## src/rtl/bram_stream_ctrl_if.sv

```systemverilog
// Byte-stream input plus the write/read/select bus that drives the BRAM/bypass mux stage.
interface bram_stream_ctrl_if #(
    parameter int ADDR_W = 11,
    parameter int DATA_W = 8
);
    logic              in_valid;
    logic [DATA_W-1:0] in_data;
    logic              in_ready;
    logic              we;
    logic [ADDR_W-1:0] addr;
    logic [DATA_W-1:0] din;
    logic              sel;
    logic [DATA_W-1:0] pass_ip;
    logic              out_valid;
    logic              out_last;
    logic              busy;
    logic [15:0]       frame_cnt;

    modport master (
        input  in_valid, in_data,
        output in_ready, we, addr, din, sel, pass_ip,
        output out_valid, out_last, busy, frame_cnt
    );

    modport slave (
        output in_valid, in_data,
        input  in_ready, we, addr, din, sel, pass_ip,
        input  out_valid, out_last, busy, frame_cnt
    );
endinterface

```

## src/rtl/bram_stream_ctrl.sv

```systemverilog
// Fills one frame into the BRAM, then drains it in address order with sel leading reads by one cycle.
// Optional BRAM_STREAM_PASS_MON_EN: mirror accepted fill bytes through the bypass path with out_valid.
module bram_stream_ctrl #(
    parameter int ADDR_W    = 11,
    parameter int DATA_W    = 8,
    parameter int FRAME_LEN = 2048
) (
    input  logic               clk,
    input  logic               rst,
    bram_stream_ctrl_if.master bus
);
    localparam int              CNT_W    = ADDR_W + 1;
    localparam logic [CNT_W-1:0] LAST_IDX = CNT_W'(FRAME_LEN - 1);

    typedef enum logic [1:0] {FILL, PRE, DRAIN} state_t;

    state_t            state_q, state_d;
    logic [CNT_W-1:0]  wr_cnt_q, wr_cnt_d;
    logic [CNT_W-1:0]  rd_cnt_q, rd_cnt_d;
    logic [15:0]       frame_cnt_q, frame_cnt_d;
    logic [DATA_W-1:0] pass_q, pass_d;
    logic              vld_p0_q, vld_p1_q;
    logic              last_p0_q, last_p1_q;
    logic              rd_issue, rd_final, pass_tag;

    always_comb begin
        state_d      = state_q;
        wr_cnt_d     = wr_cnt_q;
        rd_cnt_d     = rd_cnt_q;
        frame_cnt_d  = frame_cnt_q;
        pass_d       = pass_q;
        rd_issue     = 1'b0;
        rd_final     = 1'b0;
        pass_tag     = 1'b0;
        bus.in_ready = 1'b0;
        bus.we       = 1'b0;
        bus.addr     = '0;
        bus.din      = '0;
        bus.sel      = 1'b0;
        case (state_q)
            FILL: begin
                bus.in_ready = 1'b1;
                bus.we       = bus.in_valid;
                bus.din      = bus.in_data;
                bus.addr     = wr_cnt_q[ADDR_W-1:0];
                if (bus.in_valid) begin
`ifdef BRAM_STREAM_PASS_MON_EN
                    pass_d   = bus.in_data;
                    pass_tag = 1'b1;
`endif
                    if (wr_cnt_q == LAST_IDX) begin
                        wr_cnt_d = '0;
                        state_d  = PRE;
                    end else begin
                        wr_cnt_d = wr_cnt_q + CNT_W'(1);
                    end
                end
            end
            PRE: begin
                // sel goes high one cycle before the first read address
                bus.sel = 1'b1;
                state_d = DRAIN;
            end
            DRAIN: begin
                bus.addr = rd_cnt_q[ADDR_W-1:0];
                rd_issue = 1'b1;
                if (rd_cnt_q == LAST_IDX) begin
                    // drop sel early so the next fill beat's bypass byte follows the last drained byte
                    rd_final    = 1'b1;
                    rd_cnt_d    = '0;
                    frame_cnt_d = frame_cnt_q + 16'd1;
                    state_d     = FILL;
                end else begin
                    bus.sel  = 1'b1;
                    rd_cnt_d = rd_cnt_q + CNT_W'(1);
                end
            end
            default: state_d = FILL;
        endcase
    end

    always_ff @(posedge clk or posedge rst) begin
        if (rst) begin
            state_q     <= FILL;
            wr_cnt_q    <= '0;
            rd_cnt_q    <= '0;
            frame_cnt_q <= '0;
            pass_q      <= '0;
            vld_p0_q    <= 1'b0;
            vld_p1_q    <= 1'b0;
            last_p0_q   <= 1'b0;
            last_p1_q   <= 1'b0;
        end else begin
            state_q     <= state_d;
            wr_cnt_q    <= wr_cnt_d;
            rd_cnt_q    <= rd_cnt_d;
            frame_cnt_q <= frame_cnt_d;
            pass_q      <= pass_d;
            // stage p0 -> p1: tags track the mux's 2-cycle data latency
            vld_p0_q    <= rd_issue | pass_tag;
            vld_p1_q    <= vld_p0_q;
            last_p0_q   <= rd_final;
            last_p1_q   <= last_p0_q;
        end
    end

    assign bus.pass_ip   = pass_q;
    assign bus.out_valid = vld_p1_q;
    assign bus.out_last  = last_p1_q;
    assign bus.busy      = (state_q != FILL);
    assign bus.frame_cnt = frame_cnt_q;
endmodule

```

## src/flat_wrapper.sv

```systemverilog
// flat-port wrapper written by rule: the top's interface ports become plain ports
module bram_stream_ctrl_flat 
#(
    parameter int ADDR_W    = 11,
    parameter int DATA_W    = 8,
    parameter int FRAME_LEN = 2048
)
  (clk, rst, bus_in_valid, bus_in_data, bus_in_ready, bus_we, bus_addr, bus_din, bus_sel, bus_pass_ip, bus_out_valid, bus_out_last, bus_busy, bus_frame_cnt);
  bram_stream_ctrl_if #(.ADDR_W(ADDR_W), .DATA_W(DATA_W)) bus_i ();
  input  logic clk;
  input  logic rst;
  input wire logic [$bits(bus_i.in_valid)-1:0] bus_in_valid;
  input wire logic [$bits(bus_i.in_data)-1:0] bus_in_data;
  output wire logic [$bits(bus_i.in_ready)-1:0] bus_in_ready;
  output wire logic [$bits(bus_i.we)-1:0] bus_we;
  output wire logic [$bits(bus_i.addr)-1:0] bus_addr;
  output wire logic [$bits(bus_i.din)-1:0] bus_din;
  output wire logic [$bits(bus_i.sel)-1:0] bus_sel;
  output wire logic [$bits(bus_i.pass_ip)-1:0] bus_pass_ip;
  output wire logic [$bits(bus_i.out_valid)-1:0] bus_out_valid;
  output wire logic [$bits(bus_i.out_last)-1:0] bus_out_last;
  output wire logic [$bits(bus_i.busy)-1:0] bus_busy;
  output wire logic [$bits(bus_i.frame_cnt)-1:0] bus_frame_cnt;
  assign bus_i.in_valid = bus_in_valid;
  assign bus_i.in_data = bus_in_data;
  assign bus_in_ready = bus_i.in_ready;
  assign bus_we = bus_i.we;
  assign bus_addr = bus_i.addr;
  assign bus_din = bus_i.din;
  assign bus_sel = bus_i.sel;
  assign bus_pass_ip = bus_i.pass_ip;
  assign bus_out_valid = bus_i.out_valid;
  assign bus_out_last = bus_i.out_last;
  assign bus_busy = bus_i.busy;
  assign bus_frame_cnt = bus_i.frame_cnt;
  bram_stream_ctrl #(.ADDR_W(ADDR_W), .DATA_W(DATA_W), .FRAME_LEN(FRAME_LEN)) u_core (.clk(clk), .rst(rst), .bus(bus_i));
endmodule
```

## config.mk

```make
export PLATFORM = sky130hd
export DESIGN_NAME = bram_stream_ctrl_flat
export DESIGN_NICKNAME = d
export VERILOG_FILES = /design/src/rtl/bram_stream_ctrl_if.sv /design/src/rtl/bram_stream_ctrl.sv /design/src/flat_wrapper.sv
export SDC_FILE = /design/constraint.sdc
export NUM_CORES = 1
export LEC_CHECK = 0
export ABC_AREA = 1
export CAP_MARGIN = 30
export CORE_ASPECT_RATIO = 1.1
export CORE_MARGIN = 10
export CORE_UTILIZATION = 50
export DETAILED_ROUTE_END_ITERATION = 8
export MAX_ROUTING_LAYER = met4
export PLACE_DENSITY = 0.79
export SYNTH_ARGS = -nofsm -noshare
export SYNTH_HDL_FRONTEND = slang
export SYNTH_SLANG_ARGS = --single-unit
```

## constraint.sdc

```tcl
create_clock -name clk -period 2 [get_ports clk]
set_input_delay 0.5 -clock clk [delete_from_list [all_inputs] [get_ports clk]]
set_output_delay 0.5 -clock clk [all_outputs]
set_load 0.02 [all_outputs]
```

Word-level counts from Yosys, hierarchy flattened:

Cells that the tools add are included.

* add/sub/neg operators: 3
* eq/ne operators: 7
* muxes and demuxes: 15
* reduce and logical (&&, ||, !) cells: 5

Operator list (count)
* $add 12x1->12 const B: 2
* $eq 12x11->1 const B: 2
* $mux 12: 2
* $pmux 11 s2: 1
* $add 16x1->16 const B: 1
* $mux 8: 1
* $mux 1: 6
* $mux 2: 3
* $pmux 2 s3: 1
* $ne 2x1->1 const B: 2
* $reduce_and 2->1: 2
* $reduce_and 3->1: 1
* $eq 2x1->1 const B: 1
* $eq 2x2->1 const B: 1
* $logic_not 2->1: 1
* $ne 2x2->1 const B: 1
* $pmux 1 s2: 1
* $reduce_bool 2->1: 1

* bits in registers: 46
* output and inout port bits: 49
* word-level logic and storage cells: 38

Longest topological paths before layout:

Gate-level depths: netlist of run 1.

* word-level depth: 4
* depth in mapped cells: 9
* gate-level depth less buffers: 9

Worst setup path after synthesis of run 1:

OpenSTA, ideal clock, no wires.

* path kind: reg-to-output
* start point: register u_core.state_q[0]
* end point: output port bus_addr[0]
* arrival: 1.634 ns
* slack: -0.134 ns
* cell stages (with the launch flop): 6
* path buffers: 1
* cell sequence: dfrtp_1 inv_1 ha_1 buf_4 inv_1 o21ai_0

* cells in the longest elaborated chain, start to end: 2

RTL lines
* from (decl): RTL line bram_stream_ctrl.sv:17 `state_t state_q, state_d;`
* from (signal assigned): RTL line bram_stream_ctrl.sv:94 `state_q <= state_d;`
* $eq 2x2->1 / $logic_not 2->1 (equally long branches): RTL line bram_stream_ctrl.sv:40 `case (state_q)`
* $pmux 11 s2 *: RTL line bram_stream_ctrl.sv:40
* to (decl): RTL line flat_wrapper.sv:16 `output wire logic [$bits(bus_i.addr)-1:0] bus_addr;`

Every way passes the cells marked *; elsewhere a longest branch is shown, timed or not.

Final worst setup path of run 1:

* start point: register u_core.state_q[1]
* end point: output port bus_addr[5]

The elaborated chain is that of the path after synthesis.

==> results of run 1 <==
==> routing by layer <==
metal	routed length [um]	vias up	GRT usage (%)
li1	-	1279	-
met1	2760	1180	16.6
met2	3530	64	28.2
met3	362	14	3.91
met4	104	0	5.39
met5	0	-	-
==> layout make-up <==
class	instances	area [um2]	area share (%)
timing repair buffer	79	674	18.4
sequential	46	1150	31.4
multi-input combinational	258	1410	38.5
inverter	51	196	5.36
tap	75	93.8	2.56
clock inverter	3	68.8	1.88
clock buffer	5	68.8	1.88
==> state kept, by name, summed over array words and instances, names as in the netlist <==
name                  cells
u_core.rd_cnt_q          12
u_core.last_p0_q          1
u_core.state_q            2
u_core.bus.frame_cnt     16
u_core.vld_p0_q           1
u_core.wr_cnt_q          12
u_core.bus.out_last       1
u_core.bus.out_valid      1
==> power groups by stage <==
stage,clock network [mW],registers (mW),logic [mW]
after floorplan,0,1.06,0.307
final,0.829,1.07,0.499
after detailed placement,0,1.08,0.516
after global placement,0,1.08,0.507
after CTS,0.842,1.06,0.472
after global routing,0.882,1.07,0.546
==> stage by stage <==
step / TNS [ns] / cell area (um2) / power [mW] / hold WS [ns]
2_1_floorplan: -0.547 / 2780 / 1.37 / 0.331
3_3_place_gp: -2.97 / 3530 / 1.59 / 0.333
3_5_place_dp: -3.34 / 3530 / 1.60 / 0.339
4_1_cts: 0 / 3620 / 2.38 / 0.359
5_1_grt: -0.199 / 3670 / 2.50 / 0.376
6_report: 0 / 3670 / 2.39 / 0.357
==> critical path, delay by kind of cell, from the launching register on <==
family | cells | cell delay [ns]
buffers and inverters | 3 | 0.42
and+or+nand+nor | 1 | 0.06
adders and majority gates | 1 | 0.15
DFF | 1 | 0.44
AOI/OAI and AO/OA | 1 | 0.11
==> kinds of logic (layout without fill, tap and decap cells) <==
kind of cell	after synthesis	count (layout)
adder cells (fa/ha/maj)	7	7
other	1	8
AO/OA/AOI/OAI	28	28
AND/OR/NAND/NOR	195	195
buffers and inverters	62	138
XOR/XNOR	20	20
flip-flops	46	46
==> synth_stat cells (6+ instances only) <==
cell,n
nor2_1,36
ha_1,7
a21oi_1,6
o21ai_0,17
nor3_1,7
dfrtp_1,46
buf_4,9
xor2_1,16
nand3_1,22
inv_1,49
nand2_1,106
nand4_1,11
==> path summary, 6_finish.rpt <==
path,startpoint,endpoint,slack [ns],cells past startpoint
worst max-delay path,u_core.state_q[1]$_DFFE_PP0P_,bus_addr[5],0.007,6
worst min-delay path,u_core.vld_p0_q$_DFF_PP0_,u_core.bus.out_valid$_DFF_PP0_,0.36,0
worst max register to register,u_core.state_q[0]$_DFFE_PP0P_,u_core.bus.frame_cnt[4]$_DFFE_PP0P_,0.19,10
worst min register to register,u_core.vld_p0_q$_DFF_PP0_,u_core.bus.out_valid$_DFF_PP0_,0.36,0
max in group asynchronous,rst,u_core.last_p0_q$_DFF_PP0_,1.24,3
min in group asynchronous,rst,u_core.bus.out_valid$_DFF_PP0_,0.54,3
==> what timing repair did <==
| action | in CTS | in global routing |
|---|---|---|
| pin swaps | 2 | 2 |
| resized for setup | 111 | 15 |
| setup buffers | 0 | 1 |
| setup endpoints to repair | 23 | 12 |
| hold buffers | 0 | 0 |
==> flow_metrics.tcl, run 1 <==
set metrics [dict create \
    status "complete, no violations" \
    clkTransAtPathRegs_ns 0.09 \
    synth_top_family_by_area "simple AND/OR/NAND/NOR gates" \
    ir_drop_mv 0.683 \
    slew_viol_final 0 \
    layout-area-overhead-vs-synth_pct 33.4 \
    critical_path_required_ns 1.50 \
    grt_overflow_total 0 \
    synthMuxAreaShare_pct 0 \
    drc 0 \
    synth.area.top_cells "dfrtp_1 (42%), nand2_1 (14%), inv_1 (6.7%), xor2_1 (5.1%), nor2_1 (4.9%)" \
    synth_edf_count 0 \
    switching_share_pct 29.3 \
    synthCells 359 \
    io_pins 60 \
    htree_levels 2 \
    ys_seq_area_share_pct 41.9 \
    vias_per_cell 4.91 \
    wire_per_inst_um 13.1 \
    fmax_mhz 502 \
    utilization_pct 68.4 \
    report.final.hold_viol_count 0 \
    grt_max_degree 47 \
    max_stage_delay_ns 0.44 \
    p_leak_nw 1.81 \
    netSwitchingPower_mw 0.702 \
    grt_setup_unrepaired "yes" \
    cellPowerDensity_nw_per_um2 653 \
    clock-sinks 46 \
    first_pass_iters 4 \
    drtAntennaViolNets 0 \
    clk_path_buf_depth 2 \
    power_frac_seq_pct 44.5 \
    fp.dieArea_um2 8870 \
    critPathKind "reg2out" \
    layout_setup_ws_ns 0.00692 \
    cp-end-kind "output port" \
    crit_fanout 19 \
    synth_top_area_cell "dfrtp_1" \
    drive_above_1_share_pct 19.7 \
    ys_types 29 \
    die_x_um 90.7 \
    finalCriticalPeriod_ns 1.99 \
    grt_usage_pct 15.8 \
    hpwlAfterDp_um 5240 \
    synth-compound-area-share_pct 5.46 \
    grt_pass1_wl_um 11600 \
    synth_fa_ha_area_share_pct 3.19 \
    insertion_delay_ns 0.30 \
    vias 2537 \
    maxCapViolCount 0 \
    p_comb_share_pct 20.9 \
    synth-simple-area-share_pct 32.3 \
    pre_cts_slack_ns -0.252 \
    place_congestion 0.955 \
    core_region_area_um2 5360 \
    synthDominantCellAreaShare_pct 41.9 \
    rows 28 \
    first_iter_violations 106 \
    clock_skew_ns 0.00626 \
    finalSetupViolCount 0 \
    grt_pass1_vias 2563 \
    start_kind "flop" \
    numPortBuffers 51 \
    hold_path_class "reg2reg" \
    pwr-share-clk_pct 34.6 \
    crit_path_top_delay_cell "dfrtp_1" \
    antennaDiodeCount 0 \
    final_common_cell "nand2_1" \
    cts_buffers 5 \
    cts_tree "yes" \
    start_util_pct 51.3 \
    n_fill_cell 486 \
    ys.flop_type "dfrtp_1" \
    final_cell_mix "nand2_1 (104), dfrtp_1 (46), inv_1 (45), nor2_1 (35), buf_4 (32)" \
    antenna_found_initial 0 \
    avgSynthCellArea_um2 7.66 \
    wl_um 6760 \
    internal_power_mw 1.69 \
    fin_nets 459 \
    yosysWarnings 0 \
    dp_cells 508 \
    worstPathCellList "inv_2, ha_4, buf_12, nand2_1, o21ai_1, buf_4" \
    synth_xor_area_share_pct 7.19 \
    ctsRootBufferMaster "clkbuf_8" \
    min_period_over_period_pct 99.7 \
    die_y_um 97.8 \
    worstPathArrival_ns 1.49 \
    synth_seq_cells 46 \
    synthArstFlopShare_pct 100 \
    stdcell_count 517 \
    synth_area_um2 2750 \
]
No activity file was read; power rests on OpenSTA's default activity.
==> run 2: changes to the inputs <==
- GPL_ROUTABILITY_DRIVEN: default -> 0
==> flow_metrics.tcl, run 2 (same netlist as run 1, synthesis figures left out) <==
set metrics [dict create \
    status "finished with violations" \
    failed_checks "setup timing" \
    critical_path_required_ns 1.50 \
    cts_hold_buf 0 \
    grt_pass1_vias 2543 \
    grt_max_degree 47 \
    io_pins 60 \
    core_region_area_um2 5360 \
    hold_path_class "reg2reg" \
    worstPathArrival_ns 1.54 \
    dp_cells 509 \
    r2r-end "u_core.bus.frame_cnt[4]$_DFFE_PP0P_" \
    fmax_mhz 491 \
    clk_path_buf_depth 2 \
    wire_per_inst_um 13.5 \
    layout-area-overhead-vs-synth_pct 34.2 \
    cts_buffers 5 \
    r2r_start "u_core.state_q[0]$_DFFE_PP0P_" \
    grt_overflow_total 0 \
    hold_depth 0 \
    report.final.hold_viol_count 0 \
    start_util_pct 51.3 \
    finalCriticalPeriod_ns 2.04 \
    drive_above_1_share_pct 21.7 \
    vias 2563 \
    p_leak_nw 1.85 \
    timing.hold.worst.start "u_core.vld_p0_q$_DFF_PP0_" \
    insertion_delay_ns 0.31 \
    first_pass_iters 4 \
    rows 28 \
    crit_fanout 17 \
    critPathKind "reg2out" \
    die_y_um 97.8 \
    fin_nets 463 \
    vias_per_cell 4.92 \
    htree_levels 2 \
    clock_skew_ns 0.00887 \
    slew_viol_final 0 \
    min_to "u_core.bus.out_valid$_DFF_PP0_" \
    clock-sinks 46 \
    cellPowerDensity_nw_per_um2 584 \
    wl_um 7050 \
    hpwlAfterDp_um 5380 \
    power_mw 2.15 \
    drtAntennaViolNets 0 \
    grt_setup_unrepaired "yes" \
    largest_reg_flops 16 \
    crit_path_top_delay_cell "dfrtp_1" \
    min_period_over_period_pct 102 \
    final_common_cell "nand2_1" \
    ctsRootBufferMaster "clkbuf_8" \
    maxCapViolCount 0 \
    fp.dieArea_um2 8870 \
    cts_tree "yes" \
    grt_pass1_wl_um 11900 \
    reg2reg_slack_ns 0.19 \
    numPortBuffers 51 \
    antenna_found_initial 0 \
    drc 0 \
    cp-end-kind "output port" \
    finalSetupViolCount 2 \
    n_fill_cell 458 \
    ir_drop_mv 0.597 \
    grt_usage_pct 16.3 \
    final_cell_mix "nand2_1 (103), dfrtp_1 (46), inv_1 (45), nor2_1 (35), buf_4 (35)" \
    antennaDiodeCount 0 \
    max_stage_delay_ns 0.45 \
    worstPathCellList "inv_2, ha_4, buf_12, a22o_1, buf_6" \
    clkTransAtPathRegs_ns 0.09 \
    first_iter_violations 134 \
    regArea_um2 1150 \
    stdcell_count 521 \
    multi_input_area_um2 1450 \
    start_kind "flop" \
    layout_setup_ws_ns -0.0366 \
    die_x_um 90.7 \
    worstRegToRegCells 10 \
]
run 2: cell types whose count changed in the layout (fill, tap and decap cells not counted), moves of 2 or more:
cell / previous run / this run
clkbuf_2: 0 / 2
bufinv_16: 2 / 0
clkdlybuf4s15_1: 2 / 0
buf_6: 3 / 5
buf_4: 32 / 35
ha_4: 2 / 4
run 2: worst max-delay path, delay by kind of cell (launching register included):
family | cells | cell delay (ns)
AO/OA/AOI/OAI | 1 | 0.23
adder cells (fa/ha/maj) | 1 | 0.18
buffers and inverters | 3 | 0.37
flip-flops | 1 | 0.45
run 2: power by group:
part / total, mW / switching [mW] / internal [mW]
clock network: 0.601 / 0.349 / 0.252
logic: 0.489 / 0.293 / 0.196
registers: 1.06 / 0.0748 / 0.990
run 2: worst max-delay path by stage:
stage	cells past startpoint	slack, ns	from	endpoint
global route	5	-0.06	u_core.state_q[1]$_DFFE_PP0P_	bus_addr[4]
global placement	4	-0.25	bus_in_valid	bus_we
detailed placement	4	-0.25	bus_in_valid	bus_we
CTS	5	-0.002	u_core.state_q[0]$_DFFE_PP0P_	bus_addr[10]
finish	5	-0.04	u_core.state_q[1]$_DFFE_PP0P_	bus_addr[4]
floorplan	5	-0.13	u_core.state_q[0]$_DFFE_PP0P_	bus_addr[0]
run 2: metal layers:
| layer | track usage [%] | up-vias | wire, um |
|---|---|---|---|
| li1 | - | 1281 | - |
| met2 | 29.5 | 64 | 3750 |
| met3 | 3.45 | 12 | 331 |
| met1 | 17.3 | 1206 | 2860 |
| met5 | - | - | 0 |
| met4 | 4.90 | 0 | 95 |
run 2: area by class of cell:
cell class                      instances  share of cell area, %
Timing Repair Buffer                   83                   19.2
Clock inverter                          3                  0.678
Clock buffer                            5                   1.87
Tap cell                               75                   2.54
Inverter                               51                   5.32
Multi-Input combinational cell        258                   39.2
Sequential cell                        46                   31.2
run 2: through the flow:
step                area [um2]  setup slack, ns  hold slack (ns)  utilization (%)  setup TNS, ns
detailed placement        3540           -0.245            0.341             66.0          -3.44
global route              3690          -0.0616            0.382             68.8         -0.327
finish                    3690          -0.0366            0.363             68.8        -0.0454
CTS                       3600         -0.00167            0.366             67.2       -0.00167
floorplan                 2780           -0.134            0.331                -         -0.547
global placement          3540           -0.247            0.332             66.0          -2.97
run 2: what timing repair did:
action	4_1_cts	5_1_grt
pin swaps	3	3
gates resized for setup	114	25
hold endpoints to repair	0	0
setup endpoints to repair	23	16
buffers inserted	2	3
